### src/rtl/imem_fetch_ctrl_if.sv
// Requester-side and ROM-side signals of the instruction fetch sequencer.
// The controller uses the slave modport. Requesters and the ROM use the master modport.
interface imem_fetch_ctrl_if #(
  parameter int ADDRESS_WIDTH        = 32,
  parameter int DATA_WIDTH           = 32,
  parameter int ACTUAL_ADDRESS_WIDTH = 16
);
  logic                            fetch_req_i;
  logic [ADDRESS_WIDTH-1:0]        fetch_addr_i;
  logic                            fetch_rdy_o;
  logic                            fetch_valid_o;
  logic [DATA_WIDTH-1:0]           fetch_data_o;

  logic                            dbg_req_i;
  logic [ADDRESS_WIDTH-1:0]        dbg_addr_i;
  logic                            dbg_rdy_o;
  logic                            dbg_valid_o;
  logic [DATA_WIDTH-1:0]           dbg_data_o;

  logic                            mem_en_o;
  logic [ACTUAL_ADDRESS_WIDTH-1:0] mem_addr_o;
  logic [7:0]                      mem_rd_i;

  modport slave (
    input  fetch_req_i, fetch_addr_i, dbg_req_i, dbg_addr_i, mem_rd_i,
    output fetch_rdy_o, fetch_valid_o, fetch_data_o,
    output dbg_rdy_o, dbg_valid_o, dbg_data_o,
    output mem_en_o, mem_addr_o
  );

  modport master (
    output fetch_req_i, fetch_addr_i, dbg_req_i, dbg_addr_i, mem_rd_i,
    input  fetch_rdy_o, fetch_valid_o, fetch_data_o,
    input  dbg_rdy_o, dbg_valid_o, dbg_data_o,
    input  mem_en_o, mem_addr_o
  );
endinterface

### src/rtl/imem_fetch_ctrl.sv
// Round-robin arbiter and 4-beat byte sequencer in front of the byte-wide instruction ROM.
// Returns one big-endian 32-bit word per accepted request.
module imem_fetch_ctrl #(
  parameter int ADDRESS_WIDTH        = 32,
  parameter int DATA_WIDTH           = 32,
  parameter int ACTUAL_ADDRESS_WIDTH = 16
) (
  input logic              clk,
  input logic              rst,
  imem_fetch_ctrl_if.slave bus
);

  typedef enum logic [1:0] {
    IDLE,
    ISSUE,
    DRAIN,
    DONE
  } state_t;

  state_t                          state;
  state_t                          state_nxt;
  logic [1:0]                      beat;
  logic                            owner_dbg;
  logic                            last_dbg;
  logic [ACTUAL_ADDRESS_WIDTH-1:0] mem_addr;
  logic [DATA_WIDTH-1:0]           word;
  logic [DATA_WIDTH-1:0]           fetch_data;
  logic [DATA_WIDTH-1:0]           dbg_data;
  logic [DATA_WIDTH-1:0]           word_done;

  logic grant_fetch;
  logic grant_dbg;
  logic accept;
  logic mem_en;
  logic fetch_valid;
  logic dbg_valid;
  logic capture;

  function automatic logic [ACTUAL_ADDRESS_WIDTH-1:0] fold(input logic [ADDRESS_WIDTH-1:0] a);
    logic [15:0] hi;
    logic [15:0] lo;
    logic [15:0] sum;
    hi  = a[31:16];
    lo  = a[15:0];
    sum = hi + lo;
    return ACTUAL_ADDRESS_WIDTH'(sum);
  endfunction

  // State register
  always_ff @(posedge clk) begin
    if (rst) begin
      state <= IDLE;
    end else begin
      state <= state_nxt;
    end
  end

  // Next-state logic
  always_comb begin
    state_nxt = state;
    case (state)
      IDLE:    if (accept) state_nxt = ISSUE;
      ISSUE:   if (beat == 2'd3) state_nxt = DRAIN;
      DRAIN:   state_nxt = DONE;
      DONE:    state_nxt = IDLE;
      default: state_nxt = IDLE;
    endcase
  end

  // Output logic. Strobes are held low while rst is asserted, so a reset cycle never shows a grant or a pulse.
  always_comb begin
    grant_fetch = 1'b0;
    grant_dbg   = 1'b0;
    mem_en      = 1'b0;
    fetch_valid = 1'b0;
    dbg_valid   = 1'b0;
    if (!rst) begin
      case (state)
        IDLE: begin
          grant_fetch = bus.fetch_req_i & (~bus.dbg_req_i | last_dbg);
          grant_dbg   = bus.dbg_req_i & (~bus.fetch_req_i | ~last_dbg);
        end
        ISSUE:   mem_en = 1'b1;
        DONE: begin
          fetch_valid = ~owner_dbg;
          dbg_valid   = owner_dbg;
        end
        default: ;
      endcase
    end
  end

  assign accept = grant_fetch | grant_dbg;

  // Read data trails the strobe by one cycle, so beats 1..3 and DRAIN each capture the previous beat's byte.
  assign capture   = ((state == ISSUE) && (beat != 2'd0)) || (state == DRAIN);
  assign word_done = {word[DATA_WIDTH-9:0], bus.mem_rd_i};

  // Datapath: owner, address sequencing, and byte assembly
  always_ff @(posedge clk) begin
    if (rst) begin
      beat       <= '0;
      owner_dbg  <= 1'b0;
      last_dbg   <= 1'b1;
      mem_addr   <= '0;
      word       <= '0;
      fetch_data <= '0;
      dbg_data   <= '0;
    end else begin
      if (accept) begin
        owner_dbg <= grant_dbg;
        last_dbg  <= grant_dbg;
        mem_addr  <= fold(grant_dbg ? bus.dbg_addr_i : bus.fetch_addr_i);
        beat      <= '0;
      end
      if (state == ISSUE) begin
        beat <= beat + 2'd1;
        if (beat != 2'd3) begin
          mem_addr <= mem_addr + 1'b1;
        end
      end
      if (capture) begin
        word <= word_done;
      end
      // Completed word is written straight to the owner's register at the end of DRAIN, so it is final in DONE.
      if (state == DRAIN) begin
        if (owner_dbg) begin
          dbg_data <= word_done;
        end else begin
          fetch_data <= word_done;
        end
      end
    end
  end

  assign bus.fetch_rdy_o   = grant_fetch;
  assign bus.dbg_rdy_o     = grant_dbg;
  assign bus.fetch_valid_o = fetch_valid;
  assign bus.dbg_valid_o   = dbg_valid;
  assign bus.fetch_data_o  = fetch_data;
  assign bus.dbg_data_o    = dbg_data;
  assign bus.mem_en_o      = mem_en;
  assign bus.mem_addr_o    = mem_addr;

endmodule

### src/flat_wrapper.sv
// flat-port wrapper written by rule: the top's interface ports become plain ports
module imem_fetch_ctrl_flat 
#(
  parameter int ADDRESS_WIDTH        = 32,
  parameter int DATA_WIDTH           = 32,
  parameter int ACTUAL_ADDRESS_WIDTH = 16
)
  (clk, rst, bus_fetch_req_i, bus_fetch_addr_i, bus_dbg_req_i, bus_dbg_addr_i, bus_mem_rd_i, bus_fetch_rdy_o, bus_fetch_valid_o, bus_fetch_data_o, bus_dbg_rdy_o, bus_dbg_valid_o, bus_dbg_data_o, bus_mem_en_o, bus_mem_addr_o);
  imem_fetch_ctrl_if #(.ADDRESS_WIDTH(ADDRESS_WIDTH), .DATA_WIDTH(DATA_WIDTH), .ACTUAL_ADDRESS_WIDTH(ACTUAL_ADDRESS_WIDTH)) bus_i ();
  input logic clk;
  input logic rst;
  input wire logic [$bits(bus_i.fetch_req_i)-1:0] bus_fetch_req_i;
  input wire logic [$bits(bus_i.fetch_addr_i)-1:0] bus_fetch_addr_i;
  input wire logic [$bits(bus_i.dbg_req_i)-1:0] bus_dbg_req_i;
  input wire logic [$bits(bus_i.dbg_addr_i)-1:0] bus_dbg_addr_i;
  input wire logic [$bits(bus_i.mem_rd_i)-1:0] bus_mem_rd_i;
  output wire logic [$bits(bus_i.fetch_rdy_o)-1:0] bus_fetch_rdy_o;
  output wire logic [$bits(bus_i.fetch_valid_o)-1:0] bus_fetch_valid_o;
  output wire logic [$bits(bus_i.fetch_data_o)-1:0] bus_fetch_data_o;
  output wire logic [$bits(bus_i.dbg_rdy_o)-1:0] bus_dbg_rdy_o;
  output wire logic [$bits(bus_i.dbg_valid_o)-1:0] bus_dbg_valid_o;
  output wire logic [$bits(bus_i.dbg_data_o)-1:0] bus_dbg_data_o;
  output wire logic [$bits(bus_i.mem_en_o)-1:0] bus_mem_en_o;
  output wire logic [$bits(bus_i.mem_addr_o)-1:0] bus_mem_addr_o;
  assign bus_i.fetch_req_i = bus_fetch_req_i;
  assign bus_i.fetch_addr_i = bus_fetch_addr_i;
  assign bus_i.dbg_req_i = bus_dbg_req_i;
  assign bus_i.dbg_addr_i = bus_dbg_addr_i;
  assign bus_i.mem_rd_i = bus_mem_rd_i;
  assign bus_fetch_rdy_o = bus_i.fetch_rdy_o;
  assign bus_fetch_valid_o = bus_i.fetch_valid_o;
  assign bus_fetch_data_o = bus_i.fetch_data_o;
  assign bus_dbg_rdy_o = bus_i.dbg_rdy_o;
  assign bus_dbg_valid_o = bus_i.dbg_valid_o;
  assign bus_dbg_data_o = bus_i.dbg_data_o;
  assign bus_mem_en_o = bus_i.mem_en_o;
  assign bus_mem_addr_o = bus_i.mem_addr_o;
  imem_fetch_ctrl #(.ADDRESS_WIDTH(ADDRESS_WIDTH), .DATA_WIDTH(DATA_WIDTH), .ACTUAL_ADDRESS_WIDTH(ACTUAL_ADDRESS_WIDTH)) u_core (.clk(clk), .rst(rst), .bus(bus_i));
endmodule
### config.mk
export PLATFORM = sky130hd
export DESIGN_NAME = imem_fetch_ctrl_flat
export DESIGN_NICKNAME = d
export VERILOG_FILES = /design/src/rtl/imem_fetch_ctrl_if.sv /design/src/rtl/imem_fetch_ctrl.sv /design/src/flat_wrapper.sv
export SDC_FILE = /design/constraint.sdc
export NUM_CORES = 1
export LEC_CHECK = 0
export ABC_AREA = 1
export CAP_MARGIN = 20
export CELL_PAD_IN_SITES_DETAIL_PLACEMENT = 1
export CELL_PAD_IN_SITES_GLOBAL_PLACEMENT = 1
export CORE_MARGIN = 1.5
export CORE_UTILIZATION = 33
export CTS_CLUSTER_DIAMETER = 150
export DETAILED_ROUTE_END_ITERATION = 8
export GPL_TIMING_DRIVEN = 0
export MAX_ROUTING_LAYER = met4
export PLACE_DENSITY = 0.88
export SYNTH_ARGS = -nofsm -noshare
export SYNTH_HDL_FRONTEND = slang
export SYNTH_SLANG_ARGS = --single-unit
### constraint.sdc
create_clock -name clk -period 3.34 [get_ports clk]
set_input_delay 0.668 -clock clk [delete_from_list [all_inputs] [get_ports clk]]
set_output_delay 0.668 -clock clk [all_outputs]
set_load 0.02 [all_outputs]
==> results of run 1 <==
worst max-delay path by stage:
stage,start,endpoint,slack (ns),depth (start not counted)
after global placement,rst,u_core.bus.mem_addr_o[8],-0.54,17
final,bus_dbg_req_i,bus_dbg_rdy_o,0.14,7
after global routing,bus_dbg_req_i,u_core.bus.mem_addr_o[9],0.02,18
after CTS,rst,bus_fetch_valid_o,0.09,7
after floorplan,u_core.state[0],u_core.bus.mem_addr_o[8],0.72,19
after detailed placement,rst,u_core.bus.mem_addr_o[8],-0.55,17
stage by stage:
stage	instance area, µm²	hold slack [ns]	std cells	setup WS (ns)
after floorplan	5770	0.450	896	0.724
after global placement	7650	0.460	1281	-0.543
after detailed placement	7650	0.476	1281	-0.553
after CTS	7960	0.488	1296	0.0883
after global routing	7960	0.505	1296	0.0189
final	7960	0.483	1296	0.138
cells in the final DEF (no fill, tap or decap), types with 9 or more instances in the layout:
cell type | netlist | final
clkdlybuf4s50_1 | 0 | 159
inv_1 | 77 | 77
dfxtp_1 | 110 | 110
a21oi_1 | 24 | 24
nor2_1 | 211 | 211
nand2_1 | 218 | 218
clkbuf_1 | 31 | 31
clkbuf_16 | 0 | 9
o21ai_0 | 103 | 103
nand3_1 | 41 | 41
ha_1 | 23 | 23
cell type report:
class	instances	area, µm²
flip-flops and latches	110	2200
well taps	225	282
clock buffers	11	233
clock inverters	4	77.6
fillers	2286	9220
inverters	81	307
repair buffers	160	1600
multi-input cells	667	3100
plain buffers	38	160
worst max-delay path, stage by stage:
cell and delay, ns:
clkdlybuf4s50_1 0.49, nand2_1 0.06, inv_1 0.09, nand3_4 0.12, inv_1 0.20, buf_2 0.26
clkdlybuf4s50_1 0.63
per-layer routing:
| layer | share of wire (%) | vias up | wire (µm) |
|---|---|---|---|
| li1 | - | 3163 | - |
| met5 | 0 | - | 0 |
| met2 | 50 | 167 | 10000 |
| met4 | 2.8 | 0 | 569 |
| met3 | 5.8 | 44 | 1170 |
| met1 | 42 | 3021 | 8480 |
kinds of logic after synthesis:
group,Yosys count,share of synthesized area (%)
AOI/OAI and AO/OA,143,12.9
xor gates and xnor gates,9,1.37
buffers and inverters,119,8.00
and+or+nand+nor,491,34.2
adders and majority gates,24,5.34
DFF,110,38.2
cells in the mapped netlist (7+ instances only):
master / n / share of area (%)
nand2_1: 218 / 14
ha_1: 23 / 5.0
nor2_1: 211 / 14
o21ai_0: 103 / 8.9
clkbuf_1: 31 / 2.0
a21oi_1: 24 / 2.1
nor3_1: 7 / 0.61
o21ai_1: 7 / 0.61
dfxtp_1: 110 / 38
nand3_1: 41 / 3.6
inv_1: 77 / 5.0
sequential cells by signal, summed over array words and instances (netlist names):
signal and cells:
u_core.last_dbg 1, u_core.bus.fetch_data_o 32, u_core.state 2, u_core.bus.dbg_data_o 32, u_core.beat 2, u_core.owner_dbg 1, u_core.bus.mem_addr_o 16, u_core.word 24
timing repair:
item / 4_1_cts / 5_1_grt
buffers inserted: 0 / 0
cloned: 0 / 0
hold buffers: 0 / 0
resized for setup: 2 / 7
endpoints found under the setup margin: 13 / 11
power by group:
| group | total [mW] | internal (mW) | switching (mW) |
|---|---|---|---|
| combinational | 2.62 | 1.05 | 1.57 |
| sequential | 2.13 | 1.71 | 0.412 |
| clock | 1.16 | 0.660 | 0.500 |
==> flow_summary.toml, run 1 <==
[outcome]
status = "finished, final reports clean"

[global_route]
grt_pass1_wl_mm = 32.2
grt.busiest_layer = "met2"
gr-usage-met3_pct = 4.64
overflow = 0
antenna_found_initial = 0
grt_usage_pct = 23.0
use_met2_pct = 40.4
grt_pass1_vias = 6572
use_met1_pct = 26.0
grt_max_degree = 18

[worst_hold_path]
whs_endpoint = "u_core.beat[0]"
hold_depth = 2
hold_start = "u_core.beat[0]"
hp-class = "reg -> reg"

[power]
leakagePower_nw = 3.59
total_power_mw = 5.91
ir_drop_mv = 0.508
p_per_area_nw_per_um2 = 742

[detailed_routing]
via_count = 6395
viasPerCell = 4.93
wl_per_cell_um = 15.6
drtIter0Drc = 258
first_pass_iters = 4
ant_nets = 0
drt-total-wl_mm = 20.3
drc = 0

[sta]
fmax_ghz = 0.312
maxSlewHeadroom_pct = 63.5
rsz0062_at_grt = "false"
tightestPinTransition_ns = 0.548
clock_skew_ns = 0.00942
post-route-min-period_ns = 3.20
hold_violations = 0
setup_viol = 0
finalCritPeriodShare_pct = 95.9
setup-tns-final_ns = 0
maxSlewViolCount = 0

[yosys]
synthArstFlopShare_pct = 0
syn_nets = 996
syn_area_um2 = 5770
synthDistinctLibCells = 32
synth-main-ff-cell = "dfxtp_1"
yosys_warnings = 0
ys_ff_latch = 110
synth_cells = 896
synth_seq_area_share_pct = 38.2
synth_edf_count = 0
avgSynthCellArea_um2 = 6.44

[critical_path]
ff2ff_setup_slack_ns = 0.27
worstSetupPathType = "in -> out"
r2r-start = "u_core.state[0]"
path_max_fanout = 10
crit_path_end_kind = "output port"
reg2reg_depth = 19
worstPathArrival_ns = 2.53
startpoint_type = "primary input"
worstPathRequired_ns = 2.67
rr_endpoint = "u_core.bus.mem_addr_o[8]"

[placement]
portBuffers = 160
routabilityCongestion = 0.835
dp_hpwl_mm = 15.6

[die]
placeableCoreArea_um2 = 17200
rows = 48
start_util_pct = 33.6
die_h_um = 135
dieArea_um2 = 18300
die_w_um = 135
io_pins = 161

[cts]
cts.sinks = 110
clkSlewWorstSetupHoldPaths_ns = 0.07
clock-root-buffer = "clkbuf_16"
numCtsBuffers = 9
clockBufferDepth = 2
insertion_delay_ns = 0.36
cts_tree = "yes"
htree_levels = 3

[cells_and_area]
area_growth_syn_to_layout_pct = 38.0
final_util_pct = 46.4
drive_gt1_share_pct = 3.64
final_net_count = 1167
n_antenna_cell = 0

[flow_run]
maxCapViolations = 0
(Power assumes the default switching activity.)
==> inputs of run 2 (changes only) <==
- ABC_AREA: 1 -> 0
- CORE_UTILIZATION: 33 -> 34
==> run 2 against run 1 <==
  * The run now ends with setup timing left
  * Global-route usage increased by 1.3 points
  * Routed wire length increased by 0.90%
  * Clock-buffer cell count decreased by 1
  * Synthesized cell count decreased by 25%
  * Area after synthesis decreased by 6.7%
  * Sequential power decreased by 22%
  * Highest routed layer unchanged
  * Design area increased by 0.30%
==> flow_summary.toml, run 2 <==
[yosys]
synth_seq_area_share_pct = 40.9
synthTopCellsByCount = "198 x nand2_1, 112 x a21oi_1, 110 x dfxtp_1"
synth_cells = 674
yosys_warnings = 0
synth-main-ff-cell = "dfxtp_1"
synth_top_area_share_pct = 40.9
synth_edf_count = 0
ys_ff_latch = 110
synthDistinctLibCells = 59
synth.top_cells.by_area = "dfxtp_1 41%, nand2_1 14%, a21oi_1 10%"
avgSynthCellArea_um2 = 7.98
syn_nets = 774
synth_most_common_cell = "nand2_1"
yosysTopAreaCell = "dfxtp_1"
synthArstFlopShare_pct = 0
syn_area_um2 = 5380

[sta]
post-route-min-period_ns = 3.35
fmax_ghz = 0.298
maxSlewHeadroom_pct = 56.1
tightestPinTransition_ns = 0.658
rsz0062_at_grt = "true"
hold_violations = 0
maxSlewViolCount = 0
whs_ns = 0.456
clock_skew_ns = 0.0101
finalCritPeriodShare_pct = 100
timing.final.ws_setup_ns = -0.0146
setup_viol = 1

[outcome]
status = "finished with violations"
violations = "setup timing"

[critical_path]
reg2reg_depth = 15
crit_path_end_kind = "flip-flop"
cp_slowest_cell = "mux2_2"
r2r-start = "u_core.state[1]"
path_buf_inv = 3
ff2ff_setup_slack_ns = -0.01
worstSetupPathType = "reg -> reg"
rr_endpoint = "u_core.bus.mem_addr_o[14]"
path_max_fanout = 10
crit_family = "compound AO/OA/AOI/OAI gates"
startpoint_type = "flip-flop"
worstPathRequired_ns = 3.55
crit_path_max_incr_delay_ns = 0.38
crit_chain = "inv_2 -> ha_4 -> nand2_2 -> a21o_1 -> nor2_4 -> buf_6 -> buf_6 -> mux2_2 -> ha_4 -> a21oi_4 -> o22ai_4 -> o211ai_1 -> o21ai_1 -> xnor2_1 -> a21oi_1"
worstPathArrival_ns = 3.57

[detailed_routing]
via_count = 5739
wl_per_cell_um = 18.9
drt-total-wl_mm = 20.4
ant_nets = 0
first_pass_iters = 5
drc = 0
drtIter0Drc = 357
viasPerCell = 5.31

[die]
rows = 45
die_h_um = 129
die_w_um = 129
dieArea_um2 = 16600
start_util_pct = 35.1
io_pins = 161
placeableCoreArea_um2 = 15300

[cts]
htree_levels = 3
cts.sinks = 110
numCtsBuffers = 9
clock-root-buffer = "clkbuf_16"
clockBufferDepth = 2
hold_buffers = 0
insertion_delay_ns = 0.34
clkSlewWorstSetupHoldPaths_ns = 0.08
cts_tree = "yes"

[global_route]
overflow = 0
grt_pass1_vias = 5866
antenna_found_initial = 1
grt_usage_pct = 24.3
grt_max_degree = 20
grt_pass1_wl_mm = 30.7

[worst_hold_path]
hold_start = "u_core.bus.fetch_data_o[17]"
hp-class = "reg -> reg"
hold_depth = 2
whs_endpoint = "u_core.bus.fetch_data_o[17]"

[flow_run]
maxCapViolations = 0

[placement]
routabilityCongestion = 0.832
portBuffers = 159
dpl_worst_slack_ns = -1.33
placed_cell_area_um2 = 7240
dp_hpwl_mm = 13.6

[cells_and_area]
area_growth_syn_to_layout_pct = 48.4
fin_area_um2 = 7990
final_util_pct = 52.1
fillers = 1827
final-seq-area_um2 = 2200
final_common_cell = "nand2_1"
final_net_count = 963
mostFrequentLayoutCells = "195 x nand2_1, 157 x clkdlybuf4s50_1, 108 x dfxtp_1, 106 x a21oi_1, 32 x clkbuf_1"
multi_input_area_um2 = 3250
drive_gt1_share_pct = 13.7

[power]
p_per_area_nw_per_um2 = 618
total_power_mw = 4.93
leakagePower_nw = 2.76
ir_drop_mv = 0.302
run 2: changes by cell type in the layout (fill, tap and decap cells not counted), moves of 23 or more:
cell,change
inv_1,-67
nand3_1,-37
mux2_2,+27
nor2_1,-192
a21oi_1,+82
o21ai_0,-88
nand2_1,-23
run 2: logic make-up after synthesis:
| logic type | share of synthesized area, % |
|---|---|
| buffers and inverters | 4.02 |
| flip-flops | 40.9 |
| adder cells (fa/ha/maj) | 5.72 |
| AND/OR/NAND/NOR | 20.5 |
| multiplexers | 7.46 |
| XOR/XNOR | 2.12 |
| AO/OA/AOI/OAI | 19.2 |
run 2: worst max path at each step:
stage | from | end | slack [ns] | cells after the start
after floorplan | bus_dbg_req_i | u_core.bus.mem_addr_o[12] | 0.03 | 12
after global placement | bus_dbg_req_i | u_core.bus.mem_addr_o[14] | -1.30 | 14
after detailed placement | bus_dbg_req_i | u_core.bus.mem_addr_o[14] | -1.33 | 14
after CTS | u_core.state[0] | u_core.bus.mem_addr_o[14] | 0.008 | 15
after global routing | u_core.state[1] | u_core.bus.mem_addr_o[13] | -0.07 | 16
final | u_core.state[1] | u_core.bus.mem_addr_o[14] | -0.01 | 15
run 2: area by class of cell:
type                       instances  area share (%)
inverter                          13           0.611
timing repair buffer             178            21.9
multi-input combinational        511            40.7
tap                              211            3.31
antenna                            1          0.0313
clock buffer                      10            2.87
buffer                            40            2.38
clock inverter                     6           0.627
sequential                       110            27.6
run 2: per-layer routing:
layer / vias up / wire length, µm / global-route usage (%)
met1: 2824 / 8420 / 28.5
met3: 36 / 997 / 4.20
met2: 190 / 10500 / 42.6
li1: 2689 / - / -
met5: - / 0 / -
met4: 0 / 521 / 6.94
run 2: stage by stage:
stage	instances	TNS [ns]
after floorplan	674	0
after global placement	1044	-14.81
after detailed placement	1044	-15.83
after CTS	1070	0
after global routing	1080	-0.282
final	1080	-0.0146
run 2: worst min-delay path, cell delays in order (launching register included):
cell     delay, ns
dfxtp_1       0.31
nand2_1       0.05
a21oi_1       0.05
run 2: power by group:
group / leakage, nW / internal, mW / switching [mW]
sequential: 0.891 / 1.47 / 0.208
clock: 0.136 / 0.520 / 0.522
combinational: 1.73 / 0.933 / 1.28
total: 2.76 / 2.92 / 2.01
run 2: timing repair:
action                                  4_1_cts  5_1_grt
endpoints found under the hold margin         0        0
endpoints found under the setup margin       16       11
buffers inserted                             10        9
gates resized for setup                      32       39
pin swaps                                     8       20
==> inputs of run 3 (changes only) <==
- CAP_MARGIN: 20 -> unset
==> results of run 3 <==
Same layout as run 2: the final DEF is identical, and so are final timing and power.
